===== config.mk =====
export PLATFORM = sky130hd
export DESIGN_NAME = haar_inv_lift
export DESIGN_NICKNAME = d
export VERILOG_FILES = /design/src/rtl/haar_inv_lift.sv
export SDC_FILE = /design/constraint.sdc
export NUM_CORES = 1
export LEC_CHECK = 0
export BUFFER_PORTS_ARGS = -buffer_cell sky130_fd_sc_hd__buf_2
export CORE_UTILIZATION = 50
export DETAILED_ROUTE_END_ITERATION = 16
export PLACE_DENSITY = 0.72
export SYNTH_ARGS = -nofsm -noshare
export SYNTH_HDL_FRONTEND = slang
export SYNTH_SLANG_ARGS = --single-unit

===== constraint.sdc =====
create_clock -name clk -period 3 [get_ports clk]
set_clock_uncertainty 0.2 [all_clocks]
set_input_delay 0.6 -clock clk [delete_from_list [all_inputs] [get_ports clk]]
set_output_delay 0.6 -clock clk [all_outputs]
set_load 0.02 [all_outputs]

===== src/rtl/haar_inv_lift.sv =====
// Inverse integer Haar lifting stage: rebuilds (x0, x1) from (approximation, detail)
// through a two-stage pipeline and tags each output pair with its row/frame position.
module haar_inv_lift #(
  parameter int DATA_W    = 16,
  parameter int ROW_PAIRS = 128,
  parameter int ROWS      = 128
) (
  input  logic                                                  clk,
  input  logic                                                  reset,
  input  logic                                                  start,
  input  logic [DATA_W-1:0]                                     dxy_approx,
  input  logic [DATA_W-1:0]                                     dxy_detail,
  output logic [DATA_W-1:0]                                     im11,
  output logic [DATA_W-1:0]                                     im21,
  output logic                                                  data_occur,
  output logic [((ROW_PAIRS > 1) ? $clog2(ROW_PAIRS) : 1)-1:0]  pair_cnt,
  output logic [((ROWS > 1) ? $clog2(ROWS) : 1)-1:0]            row_cnt,
  output logic                                                  row_end,
  output logic                                                  frame_end
);

  localparam int PW = (ROW_PAIRS > 1) ? $clog2(ROW_PAIRS) : 1;
  localparam int RW = (ROWS > 1) ? $clog2(ROWS) : 1;
  localparam logic [PW-1:0] LAST_PAIR = PW'(ROW_PAIRS - 1);
  localparam logic [RW-1:0] LAST_ROW  = RW'(ROWS - 1);

  logic signed [DATA_W-1:0] half_d_s;
  logic [DATA_W-1:0]        x0_s;
  logic                     nxt_pair_last_s;
  logic                     nxt_row_last_s;

  logic [DATA_W-1:0]        s1_x0_r;
  logic [DATA_W-1:0]        s1_d_r;
  logic                     s1_v_r;
  // Position the next output pair will carry; the visible counters lag by one pair.
  logic [PW-1:0]            nxt_pair_r;
  logic [RW-1:0]            nxt_row_r;

  // Undo the update step (x0 = a - (d >>> 1)) and decode the wrap points of the tag counters.
  always_comb begin
    half_d_s        = $signed(dxy_detail) >>> 1;
    x0_s            = dxy_approx - half_d_s;
    nxt_pair_last_s = (nxt_pair_r == LAST_PAIR);
    nxt_row_last_s  = (nxt_row_r == LAST_ROW);
  end

  // Stage 1: capture x0 and d on start; data holds while the pipe is idle.
  always_ff @(posedge clk) begin
    if (reset) begin
      s1_v_r  <= 1'b0;
      s1_x0_r <= {DATA_W{1'b0}};
      s1_d_r  <= {DATA_W{1'b0}};
    end else begin
      s1_v_r <= start;
      if (start) begin
        s1_x0_r <= x0_s;
        s1_d_r  <= dxy_detail;
      end else begin
        s1_x0_r <= s1_x0_r;
        s1_d_r  <= s1_d_r;
      end
    end
  end

  // Stage 2: rebuild x1, register outputs with their position tags and advance the counters.
  always_ff @(posedge clk) begin
    if (reset) begin
      im11       <= {DATA_W{1'b0}};
      im21       <= {DATA_W{1'b0}};
      data_occur <= 1'b0;
      pair_cnt   <= {PW{1'b0}};
      row_cnt    <= {RW{1'b0}};
      row_end    <= 1'b0;
      frame_end  <= 1'b0;
      nxt_pair_r <= {PW{1'b0}};
      nxt_row_r  <= {RW{1'b0}};
    end else if (s1_v_r) begin
      im11       <= s1_x0_r;
      im21       <= s1_x0_r + s1_d_r;
      data_occur <= 1'b1;
      pair_cnt   <= nxt_pair_r;
      row_cnt    <= nxt_row_r;
      row_end    <= nxt_pair_last_s;
      frame_end  <= nxt_pair_last_s & nxt_row_last_s;
      if (nxt_pair_last_s) begin
        nxt_pair_r <= {PW{1'b0}};
        if (nxt_row_last_s) begin
          nxt_row_r <= {RW{1'b0}};
        end else begin
          nxt_row_r <= nxt_row_r + 1'b1;
        end
      end else begin
        nxt_pair_r <= nxt_pair_r + 1'b1;
        nxt_row_r  <= nxt_row_r;
      end
    end else begin
      im11       <= im11;
      im21       <= im21;
      data_occur <= 1'b0;
      pair_cnt   <= pair_cnt;
      row_cnt    <= row_cnt;
      row_end    <= 1'b0;
      frame_end  <= 1'b0;
      nxt_pair_r <= nxt_pair_r;
      nxt_row_r  <= nxt_row_r;
    end
  end

endmodule


==> results.txt <==
----------------------------------------------------
[Hold path]
  Min-delay src ... im21[14]
  Hold-critical path endpoint ... im21[14]
  Worst hold path class ... flip-flop to flip-flop
  Worst hold path stage count ... 2

[Setup path]
  Launch instance of the worst register-to-register path ... s1_x0_r[0]
  Critical Path Sink Type ... flip-flop
  Type of the setup path with the least slack ... flip-flop to flip-flop
  Reg-to-reg critical path endpoint ... im21[12]
  Number of cells on the worst reg-to-reg path ... 8
  Highest net fanout along the worst path ... 3
  Worst reg2reg setup slack ... 0.24 ns
  Worst endpoint required time ... 3.07 ns
  Kind of launch point of the worst setup path ... flip-flop
  Arrival time of data at the critical path endpoint ... 2.82 ns

[Floorplan]
  Floorplan die area ... 10400 µm²
  Starting density of the core ... 51.4%
  Vertical die dimension ... 102 µm
  Die W ... 102 µm
  Area inside the core boundary ... 9730 µm²
  Row cnt ... 36
  Number of top-level pins ... 84

[STA]
  Final clock period utilization by the worst path ... 91.9%
  Final TNS setup ... 0 ns
  Max-slew violations ... 0
  Normalized max-slew margin ... 64.6%
  Time the worst path needs with I/O delays and setup ... 2.76 ns
  Peak clock frequency supported by timing ... 363 MHz
  Tightest Pin Transition ... 0.527 ns
  Final-layout worst hold slack ... 0.275 ns
  RSZ-0062 raised after global routing ... no
  Setup-violating endpoint count in the final report ... 0
  Final hold vios ... 0

[CTS]
  Number of buffers added by the clock tree synthesis step ... 9
  Skew-Pair Late Insertion Delay ... 0.37 ns
  Clock root buffer master ... clkbuf_8
  Setup bufs post-CTS ... 0
  Clock slew seen by the registers of the worst setup and hold paths ... 0.09 ns
  CTS tree ... done
  CTS-repair resized insts ... 0
  Clock Tree Buf Depth ... 2
  Post-CTS Hold Buffers ... 0
  Maximum level of the CTS H-tree ... 3
  Number of clock sinks ... 96

[Yosys]
  Fraction of registers with async set/reset ... 0%
  Top FF cell, synth ... dfxtp_1
  Area share of the largest cell type after synthesis ... 38.5%
  Most area-hungry cell type in the Yosys netlist ... dfxtp_1
  Combinational family with the most area after synthesis ... simple AND/OR/NAND/NOR gates
  Synth Instances ... 559
  Number of flops mapped to enable cells by yosys ... 0
  Basic-gate share of the synthesized area counting and, or, nand and nor cells ... 17.7%
  Area share of fa/ha/maj cells after synthesis ... 8.82%
  Flip-flop and latch count after synthesis ... 96
  Ranking of synthesized cells by area ... dfxtp_1 (38%), mux2i_1 (11%), ha_1 (8.0%)
  Fraction of the mapped netlist area in compound gates ... 15.0%
  Cell area after synthesis ... 5000 µm²
  Unique masters post-synth ... 59
  Mean instance size in the synthesized netlist ... 8.94 µm²
  Post-Syn Nets ... 628
  Xor/xnor cell area share of the yosys netlist ... 4.03%
  Mux share of post-synthesis cell area ... 11.6%
  Sequential element share of the synthesized area ... 38.5%
  YS warnings ... 0

[Place]
  Number of I/O port buffers ... 83
  Routability-driven placement congestion ratio ... 0.917
  Number of cells after detailed placement ... 755
  Placed Instance Area ... 5510 µm²
  Final HPWL DP ... 8.49 mm

[Route]
  Via count ... 4347
  Initial drt markers ... 248
  WL/cell ... 14.9 µm
  Detailed Routing Iterations Pass 1 ... 5
  Number of DRC violations after detailed routing ... 0
  Vias per cell ... 5.64
  DRT antenna net count ... 0
  Aggregate routed wire length ... 11.5 mm

[Global route]
  Number of antenna violations at the first check in global routing ... 0
  Maximum number of pins on one net before global-route repair ... 40
  Overall global routing resource usage ... 22.7%
  Residual overflow from global routing ... 0
  First-pass GRT wire length ... 18.5 mm
  Number of global-route vias before repair ... 3918

[Layout]
  Area of all placed cells without fillers ... 5710 µm²
  Layout overhead on the synthesized area ... 14.2%
  Top library cells by usage in the layout, fill and taps aside ... dfxtp_1 (95), nor2_1 (84), buf_2 (83)
  Final cell count without fillers ... 771
  Number of antenna repair diodes ... 0
  Share of final-layout standard cells stronger than drive strength 1 ... 18.0%
  FILL cells ... 901
  Commonest non-fill, non-tap cell in the layout ... dfxtp_1
  Total number of nets in the final design ... 702

[Run status]
  Outcome ... finished clean

[Pwr]
  Static leakage ... 2.64 nW
  Power per cell area ... 482 nW/µm²
  Maximum vdd ir drop ... 204 µV

[Flow run]
  Max-Cap Viols ... 0

----------------------------------------------------
cell type report:
type                       instances  area [µm²]  area share, %
tap                              133         166           2.92
multi-input combinational        410        2860           50.0
clock buffer                      11         131           2.30
clock inverter                     5        62.6           1.10
timing repair buffer              91         475           8.33
sequential                        96        1920           33.7
inverter                          25        93.8           1.64
synthesized netlist by cell type, types with 4 or more instances:
| cell | count |
|---|---|
| inv_1 | 22 |
| o311ai_1 | 4 |
| a31o_2 | 4 |
| nor3_1 | 19 |
| nand4_1 | 8 |
| dfxtp_1 | 96 |
| xor2_1 | 7 |
| ha_1 | 32 |
| nand2b_1 | 5 |
| nand2_1 | 28 |
| mux2i_1 | 57 |
| o21ai_0 | 16 |
| clkbuf_1 | 11 |
| a211oi_1 | 6 |
| o2111ai_1 | 4 |
| a21oi_1 | 18 |
| xnor2_1 | 16 |
| nand3_1 | 19 |
| o21a_1 | 9 |
| a31oi_1 | 4 |
| a21o_1 | 8 |
| buf_1 | 6 |
| nor2_1 | 84 |
| and3_1 | 12 |
| buf_2 | 10 |
flip-flops by register name (all words and copies together) (netlist names), 7 cells and up:
signal and count:
nxt_row_r 7, nxt_pair_r 7, im11 16, im21 16, s1_d_r 16, s1_x0_r 16, row_cnt 7, pair_cnt 7
worst max path at each step:
stage | start | endpoint | slack, ns | cells after the start
after detailed placement | dxy_approx[0] | s1_x0_r[12] | 0.10 | 10
after global routing | s1_x0_r[0] | im21[12] | 0.17 | 8
after CTS | s1_x0_r[0] | im21[12] | 0.24 | 8
after global placement | dxy_approx[0] | s1_x0_r[12] | 0.20 | 10
final | s1_x0_r[0] | im21[12] | 0.24 | 8
after floorplan | s1_x0_r[0] | im21[12] | 0.39 | 8
metal layers:
metal / GRT usage, % / vias to the layer above / part of all wire [%]
li1: - / 2148 / -
met1: 29.1 / 2044 / 45
met2: 36.7 / 127 / 48
met3: 4.04 / 28 / 4.3
met4: 11.4 / 0 / 2.7
met5: 0 / - / 0
power breakdown:
part           internal, mW  switching [mW]  leakage (nW)  total, mW
Sequential             1.33          0.0496         0.783       1.38
Combinational         0.212           0.304          1.77      0.516
Clock                 0.392           0.461        0.0906      0.854
critical path, cell delays in order, from the launching register on:
cell and delay, ns:
dfxtp_1 0.34, ha_1 0.24, fa_1 0.42, a21o_1 0.23, a22o_1 0.18, o31a_2 0.33
a31oi_1 0.19, mux2_1 0.33, a31o_2 0.21
metrics by stage:
stage / util, % / power [mW] / worst slack (ns)
2_1_floorplan: - / 1.78 / 0.392
3_3_place_gp: 56.7 / 1.91 / 0.205
3_5_place_dp: 56.7 / 1.92 / 0.103
4_1_cts: 58.7 / 2.77 / 0.243
5_1_grt: 58.7 / 2.89 / 0.170
6_report: 58.7 / 2.75 / 0.242
cells by family (layout without fill, tap and decap cells):
logic type	count (synthesis)	after routing
compound gates	104	104
xor+xnor	23	23
fa+ha+maj	34	34
buf+inv	53	132
flops	96	96
mux	58	58
simple gates	191	191
No activity file was read; power rests on OpenSTA's default activity.
